File: config.mk
export PLATFORM = sky130hd
export DESIGN_NAME = keypad_scanner_flat
export DESIGN_NICKNAME = d
export VERILOG_FILES = /design/src/rtl/keypad_scanner_pkg.sv /design/src/rtl/keypad_scanner_if.sv /design/src/rtl/keypad_scanner_fifo.sv /design/src/rtl/keypad_scanner.sv /design/src/flat_wrapper.sv
export SDC_FILE = /design/constraint.sdc
export NUM_CORES = 1
export LEC_CHECK = 0
export CAP_MARGIN = 20
export CORE_MARGIN = 2
export CORE_UTILIZATION = 50
export DETAILED_ROUTE_END_ITERATION = 7
export PLACE_DENSITY = 0.68
export RECOVER_POWER = 50
export SLEW_MARGIN = 30
export SYNTH_ARGS = -nofsm -noshare
export SYNTH_HDL_FRONTEND = slang
export SYNTH_HIERARCHICAL = 1
export SYNTH_SLANG_ARGS = --single-unit
File: constraint.sdc
create_clock -name clk -period 12 [get_ports clk]
set_input_delay 1.8 -clock clk [delete_from_list [all_inputs] [get_ports clk]]
set_output_delay 1.8 -clock clk [all_outputs]
set_load 0.03 [all_outputs]
File: src/rtl/keypad_scanner_pkg.sv
// Shared types and constants for the keypad scanner slice.
// Bus layout, key codes and debounce state encodings.
package keypad_scanner_pkg;

  localparam int KEY_DATA_W    = 8;
  localparam int KEY_CODE_W    = 4;
  localparam int KEY_FLUSH_BIT = 0;

  typedef logic [KEY_DATA_W-1:0] key_data_t;
  typedef logic [KEY_CODE_W-1:0] key_code_t;

  typedef enum logic [1:0] {
    ST_IDLE    = 2'd0,
    ST_CAND    = 2'd1,
    ST_PRESSED = 2'd2,
    ST_RELEASE = 2'd3
  } key_st_e;

  typedef enum logic [1:0] {
    CLS_NONE  = 2'd0,
    CLS_ONE   = 2'd1,
    CLS_MULTI = 2'd2
  } frame_cls_e;

endpackage

File: src/rtl/keypad_scanner_if.sv
// Zero-wait ce/we/ack slave bus shared with the display driver.
// The CPU side is the master, peripherals use the slave view.
interface keypad_scanner_if;
  import keypad_scanner_pkg::*;

  logic      ce;
  logic      we;
  key_data_t data_i;
  key_data_t data_o;
  logic      ack;

  modport master (
    output ce, we, data_i,
    input  data_o, ack
  );

  modport slave (
    input  ce, we, data_i,
    output data_o, ack
  );

endinterface

File: src/rtl/keypad_scanner_fifo.sv
// Show-ahead synchronous FIFO for key codes.
// Flush wins over push/pop; a push into a full FIFO survives a same-edge pop.
module key_fifo
  import keypad_scanner_pkg::*;
#(
  parameter int DEPTH = 4
) (
  input  logic      clk,
  input  logic      rst,
  input  logic      push,
  input  logic      pop,
  input  logic      flush,
  input  key_code_t din,
  output key_code_t dout,
  output logic      empty,
  output logic      full
);

  localparam int AW = $clog2(DEPTH);

  key_code_t     mem [DEPTH];
  logic [AW:0]   wr_ptr;
  logic [AW:0]   rd_ptr;
  logic          do_pop;
  logic          do_push;

  assign empty = (wr_ptr == rd_ptr);
  assign full  = (wr_ptr[AW] != rd_ptr[AW]) &&
                 (wr_ptr[AW-1:0] == rd_ptr[AW-1:0]);

  assign do_pop  = pop & ~empty;
  assign do_push = push & (~full | do_pop);
  assign dout    = mem[rd_ptr[AW-1:0]];

  always_ff @(posedge clk) begin
    if (!rst) begin
      wr_ptr <= '0;
      rd_ptr <= '0;
    end else if (flush) begin
      wr_ptr <= '0;
      rd_ptr <= '0;
    end else begin
      if (do_push) wr_ptr <= wr_ptr + 1'b1;
      if (do_pop)  rd_ptr <= rd_ptr + 1'b1;
    end
  end

  always_ff @(posedge clk) begin
    if (do_push && !flush)
      mem[wr_ptr[AW-1:0]] <= din;
  end

endmodule

File: src/rtl/keypad_scanner.sv
// 4x4 keypad scanner: column scan, frame debounce, key-code FIFO.
// Codes are read over the ce/we/ack slave bus as {valid, overflow, 00, code}.
module keypad_scanner
  import keypad_scanner_pkg::*;
#(
  parameter int SCAN_DIV     = 1000,
  parameter int DEBOUNCE_CNT = 4,
  parameter int FIFO_DEPTH   = 4
) (
  input  logic             clk,
  input  logic             rst,
  output logic [3:0]       col_o,
  input  logic [3:0]       row_i,
  keypad_scanner_if.slave  bus
);

  localparam int DIV_W = $clog2(SCAN_DIV);
  localparam int CNT_W = $clog2(DEBOUNCE_CNT + 1);

  logic [3:0]       row_s1;
  logic [3:0]       row_s2;
  logic [DIV_W-1:0] div;
  logic [1:0]       col;
  logic [15:0]      snap;
  logic [15:0]      snap_nxt;
  logic             div_last;
  logic             frame_end;

  frame_cls_e       cls;
  key_code_t        frame_code;
  logic [4:0]       n_keys;

  key_st_e          st, st_n;
  logic [CNT_W-1:0] cnt, cnt_n, cnt_inc;
  key_code_t        cand, cand_n;
  logic             push;

  logic             rd, rd_q, wr, flush;
  logic             pop;
  logic             ovf;
  logic             empty, full;
  key_code_t        head;
  logic             unused_bits;

  assign div_last  = (div == DIV_W'(SCAN_DIV - 1));
  assign frame_end = div_last && (col == 2'd3);
  assign col_o     = ~(4'b0001 << col);

  always_ff @(posedge clk) begin
    if (!rst) begin
      row_s1 <= 4'hF;
      row_s2 <= 4'hF;
      div    <= '0;
      col    <= 2'd0;
      snap   <= '0;
    end else begin
      row_s1 <= row_i;
      row_s2 <= row_s1;
      div    <= div_last ? '0 : div + 1'b1;
      col    <= div_last ? col + 2'd1 : col;
      snap   <= snap_nxt;
    end
  end

  // The classifier must see column 3's sample in the frame-end cycle.
  always_comb begin
    snap_nxt = snap;
    if (div_last)
      snap_nxt[{col, 2'b00} +: 4] = ~row_s2;
  end

  always_comb begin
    n_keys     = '0;
    frame_code = '0;
    for (int c = 0; c < 4; c++) begin
      for (int r = 0; r < 4; r++) begin
        if (snap_nxt[c*4 + r]) begin
          n_keys     = n_keys + 5'd1;
          frame_code = {r[1:0], c[1:0]};
        end
      end
    end
    unique case (1'b1)
      (n_keys == 5'd0): cls = CLS_NONE;
      (n_keys == 5'd1): cls = CLS_ONE;
      default:          cls = CLS_MULTI;
    endcase
  end

  assign cnt_inc = cnt + CNT_W'(1);

  always_ff @(posedge clk) begin
    if (!rst) begin
      st   <= ST_IDLE;
      cnt  <= '0;
      cand <= '0;
    end else begin
      st   <= st_n;
      cnt  <= cnt_n;
      cand <= cand_n;
    end
  end

  always_comb begin
    st_n   = st;
    cnt_n  = cnt;
    cand_n = cand;
    push   = 1'b0;
    if (frame_end) begin
      unique case (st)
        ST_IDLE: begin
          if (cls == CLS_ONE) begin
            st_n   = ST_CAND;
            cnt_n  = CNT_W'(1);
            cand_n = frame_code;
          end
        end
        ST_CAND: begin
          if (cls != CLS_ONE) begin
            st_n = ST_IDLE;
          end else if (frame_code != cand) begin
            cnt_n  = CNT_W'(1);
            cand_n = frame_code;
          end else begin
            cnt_n = cnt_inc;
            if (cnt_inc == CNT_W'(DEBOUNCE_CNT)) begin
              push = 1'b1;
              st_n = ST_PRESSED;
            end
          end
        end
        ST_PRESSED: begin
          if (cls == CLS_NONE) begin
            st_n  = ST_RELEASE;
            cnt_n = CNT_W'(1);
          end
        end
        ST_RELEASE: begin
          if (cls != CLS_NONE) begin
            st_n = ST_PRESSED;
          end else begin
            cnt_n = cnt_inc;
            if (cnt_inc == CNT_W'(DEBOUNCE_CNT))
              st_n = ST_IDLE;
          end
        end
        default: st_n = ST_IDLE;
      endcase
    end
  end

  assign rd    = bus.ce & ~bus.we;
  assign wr    = bus.ce & bus.we;
  assign flush = wr & bus.data_i[KEY_FLUSH_BIT];
  assign pop   = rd & ~rd_q & ~empty;

  assign unused_bits = ^bus.data_i[KEY_DATA_W-1:1];

  always_ff @(posedge clk) begin
    if (!rst) begin
      rd_q <= 1'b0;
      ovf  <= 1'b0;
    end else begin
      rd_q <= rd;
      if (flush)
        ovf <= 1'b0;
      else if (push && full && !pop)
        ovf <= 1'b1;
      else if (pop)
        ovf <= 1'b0;
    end
  end

  key_fifo #(
    .DEPTH (FIFO_DEPTH)
  ) u_fifo (
    .clk   (clk),
    .rst   (rst),
    .push  (push),
    .pop   (pop),
    .flush (flush),
    .din   (cand),
    .dout  (head),
    .empty (empty),
    .full  (full)
  );

  assign bus.data_o = rd ? {~empty, ovf, 2'b00, (empty ? 4'h0 : head)}
                         : 8'h00;
  assign bus.ack    = 1'b1;

endmodule

File: src/flat_wrapper.sv
// flat-port wrapper written by rule: the top's interface ports become plain ports
module keypad_scanner_flat import keypad_scanner_pkg::*;
#(
  parameter int SCAN_DIV     = 1000,
  parameter int DEBOUNCE_CNT = 4,
  parameter int FIFO_DEPTH   = 4
)
  (clk, rst, col_o, row_i, bus_ce, bus_we, bus_data_i, bus_data_o, bus_ack);
  keypad_scanner_if bus_i ();
  input  logic clk;
  input  logic rst;
  output logic [3:0] col_o;
  input  logic [3:0] row_i;
  input wire logic [$bits(bus_i.ce)-1:0] bus_ce;
  input wire logic [$bits(bus_i.we)-1:0] bus_we;
  input wire logic [$bits(bus_i.data_i)-1:0] bus_data_i;
  output wire logic [$bits(bus_i.data_o)-1:0] bus_data_o;
  output wire logic [$bits(bus_i.ack)-1:0] bus_ack;
  assign bus_i.ce = bus_ce;
  assign bus_i.we = bus_we;
  assign bus_i.data_i = bus_data_i;
  assign bus_data_o = bus_i.data_o;
  assign bus_ack = bus_i.ack;
  keypad_scanner #(.SCAN_DIV(SCAN_DIV), .DEBOUNCE_CNT(DEBOUNCE_CNT), .FIFO_DEPTH(FIFO_DEPTH)) u_core (.clk(clk), .rst(rst), .col_o(col_o), .row_i(row_i), .bus(bus_i));
endmodule
==> flow_metrics.tcl, run 1 <==
set metrics [dict create \
    worst_path_max_delay_cell "or3_1" \
    final.fill_count 971 \
    grt_start_max_net_pins 26 \
    drc 0 \
    ir_worst_vdd_uv 75.0 \
    clk_path_buf_depth 2 \
    power.leakage_uw 0.00250 \
    clk_latency_ps 350 \
    synth_edf_count 16 \
    ys_ff_latch 71 \
    max_stage_delay_ps 400 \
    grt_antenna_before_repair 0 \
    hpwl_um 9260 \
    yosysUniqueCellTypes 89 \
    netlist_instances 627 \
    cts_buffers 9 \
    relSlewSlack_pct 29.8 \
    dieArea_um2 11800 \
    final_antenna_net_count 0 \
    layout_common_cells "nand2_1, nor2_1, dfxtp_1, inv_1, xnor2_1" \
    grt_pass1_vias 4417 \
    clockRootBuffer "clkbuf_8" \
    place_inst 773 \
    die_y_um 109 \
    routed_wl_um 12200 \
    grt_use_total_pct 21.7 \
    avgSynthCellArea_um2 8.71 \
    worstPathRequired_ps 12070 \
    drt-pass1-iter-count 4 \
    cp.arrival_ps 11440 \
    num_vias 4562 \
    gr-total-overflow 0 \
    post-route-period-util_pct 94.7 \
    power.density_nw_per_um2 74.7 \
    yosysSeqAreaShare_pct 29.0 \
    tritoncts "built" \
    final-seq-area_um2 1580 \
    start_util_pct 50.8 \
    io_buffers 18 \
    outcome "finished, final reports clean" \
    cap_violations 0 \
    fp.dieW_um 109 \
    worstMarginPinSlew_ps 1050 \
    vias_per_cell 5.73 \
    finalHoldViolations 0 \
    ys_warn_count 6 \
    drt_iter0_markers 173 \
    cp-start-kind "flip-flop" \
    rows 38 \
    multi_input_area_um2 3710 \
    fmax_ghz 0.0880 \
    utilization_pct 57.1 \
    skew_ps 6.33 \
    gp_congestion 0.869 \
    path_common_cell "ha_1" \
    worst-path-max-fanout 4 \
    ys.flop_type "dfxtp_1" \
    postSynth.asyncResetShare_pct 0 \
    mostFrequentLayoutCell "nand2_1" \
    io_pins 29 \
    finalNonFillerCells 796 \
    end_kind "flip-flop" \
    area_growth_pct 12.2 \
    antenna_cells 0 \
    layout-drive-gt1-share_pct 14.8 \
    core_um2 10700 \
    wl_per_cell_um 15.3 \
    final_nets 695 \
    finalCriticalPeriod_ps 11360 \
    drv_slew 0 \
    synth_area_um2 5460 \
    hold_path_class "reg -> reg" \
    cts.reportedPaths.clkPinSlew_ps 70 \
    htree_levels 3 \
    grt_pass1_wl_um 20300 \
    finalSetupViolCount 0 \
    crit_type "reg -> reg" \
    cts_sinks 71 \
]
worst paths after layout:
kind                     from                 endpoint  slack [ps]  cells past startpoint
max reg2reg     u_core/div[0]  u_core/u_fifo/mem[2][3]         640                     61
max             u_core/div[0]  u_core/u_fifo/mem[2][3]         640                     61
min          u_core/row_s1[2]         u_core/row_s2[2]         410                      1
min reg2reg  u_core/row_s1[2]         u_core/row_s2[2]         410                      1
worst max-delay path: cells and delay by family (launching register included):
kind            cells  cell delay [ps]
simple gates       25             3810
flops               1              380
compound gates     16             2040
fa+ha+maj          15             4180
buf+inv             4              430
mux                 1              220
report_power, final:
group	total (uW)	switching, uW	internal [uW]
registers	248	2.67	245
clock network	195	88.2	107
logic	14.8	9.09	5.74
total	458	99.9	358
cell usage after synthesis, drive strengths merged, types with 5 or more instances:
cell / number / share of area (%)
mux2i: 17 / 3.1
xnor2: 36 / 6.3
nor3: 22 / 2.4
o21ai: 23 / 2.1
and4: 5 / 0.80
o31ai: 10 / 1.5
nand3: 21 / 1.9
buf: 9 / 1.2
a21o: 5 / 0.69
nor2: 58 / 4.0
xor2: 15 / 2.7
and2: 14 / 1.6
dfxtp: 55 / 20
and3: 5 / 0.57
or3: 9 / 1.1
edfxtp: 16 / 8.8
o211ai: 6 / 0.92
a31oi: 10 / 1.4
xnor3: 5 / 2.1
a21oi: 27 / 2.5
inv: 35 / 2.4
nand4: 11 / 1.4
nand2: 64 / 4.7
ha: 27 / 6.2
mux2: 7 / 1.5
nor4: 10 / 1.8
nor2b: 6 / 0.69
o31a: 5 / 0.80
nand2b: 17 / 2.1
clkbuf: 16 / 1.1
a211oi: 7 / 1.1
area by class of cell:
type | count | area share (%)
Multi-Input combinational cell | 497 | 60.6
Clock inverter | 3 | 0.694
Inverter | 35 | 2.14
Timing Repair Buffer | 38 | 5.33
Sequential cell | 71 | 25.8
Clock buffer | 12 | 2.55
Tap cell | 140 | 2.86
stage by stage:
step / setup WS, ps / total power (uW) / hold WS [ps] / setup TNS (ps) / cell area [um^2]
after detailed placement: 78.0 / 267 / 398 / 0 / 5790
after global routing: -81.3 / 474 / 424 / -666 / 6130
after CTS: 10.8 / 462 / 413 / 0 / 5980
after global placement: 461 / 267 / 395 / 0 / 5790
final: 636 / 458 / 411 / 0 / 6130
after floorplan: 1110 / 263 / 386 / 0 / 5470
timing repair:
action,CTS,global route
buffers inserted,0,8
hold buffers,0,0
gates resized for setup,0,24
endpoints found under the setup margin,0,29
layer usage:
layer	global-route usage, %	share of wire (%)	up-vias
li1	-	-	2300
met1	26.5	45	2161
met2	39.2	50	87
met3	4.16	3.3	14
met4	4.95	1.3	0
met5	0	0	-
registers in the layout (all words and copies together), names as in the netlist, 2 cells and up, named ones only:
register,count
u_core/cand,4
u_core/cnt,3
u_core/u_fifo/rd_ptr,3
u_core/snap,16
u_core/row_s2,4
u_core/div,10
u_core/u_fifo/wr_ptr,3
u_core/col,2
u_core/u_fifo/mem,16
u_core/row_s1,4
u_core/st,2
logic make-up (layout without fill, tap and decap cells):
logic type               after synthesis  count (layout)  share of synthesized area [%]
flip-flops                            71              71                           29.0
buffers and inverters                 60              88                           4.72
adder cells (fa/ha/maj)               28              28                           6.37
AO/OA/AOI/OAI                        122             122                           16.1
other                                  2               3                          0.137
XOR/XNOR                              57              57                           11.6
multiplexers                          28              28                           6.28
AND/OR/NAND/NOR                      259             259                           25.8
Note: power is estimated with default switching activity, not from simulation.
==> run 2: changes to the inputs <==
--- a/config.mk
+++ b/config.mk
@@ -5,10 +5,11 @@
 export SDC_FILE = /design/constraint.sdc
 export NUM_CORES = 1
 export LEC_CHECK = 0
-export CAP_MARGIN = 20
+export CAP_MARGIN = 10
 export CORE_MARGIN = 2
 export CORE_UTILIZATION = 50
 export DETAILED_ROUTE_END_ITERATION = 7
+export HOLD_SLACK_MARGIN = 0.12
 export PLACE_DENSITY = 0.68
 export RECOVER_POWER = 50
 export SLEW_MARGIN = 30
==> results of run 2 <==
The final DEF is identical to that of run 1; final timing and power are the same.
==> run 3: changes to the inputs <==
--- a/config.mk
+++ b/config.mk
@@ -12,7 +12,7 @@
 export HOLD_SLACK_MARGIN = 0.12
 export PLACE_DENSITY = 0.68
 export RECOVER_POWER = 50
-export SLEW_MARGIN = 30
+export SLEW_MARGIN = 20
 export SYNTH_ARGS = -nofsm -noshare
 export SYNTH_HDL_FRONTEND = slang
 export SYNTH_HIERARCHICAL = 1
==> results of run 3 <==
The final DEF is identical to that of run 1; final timing and power are the same.
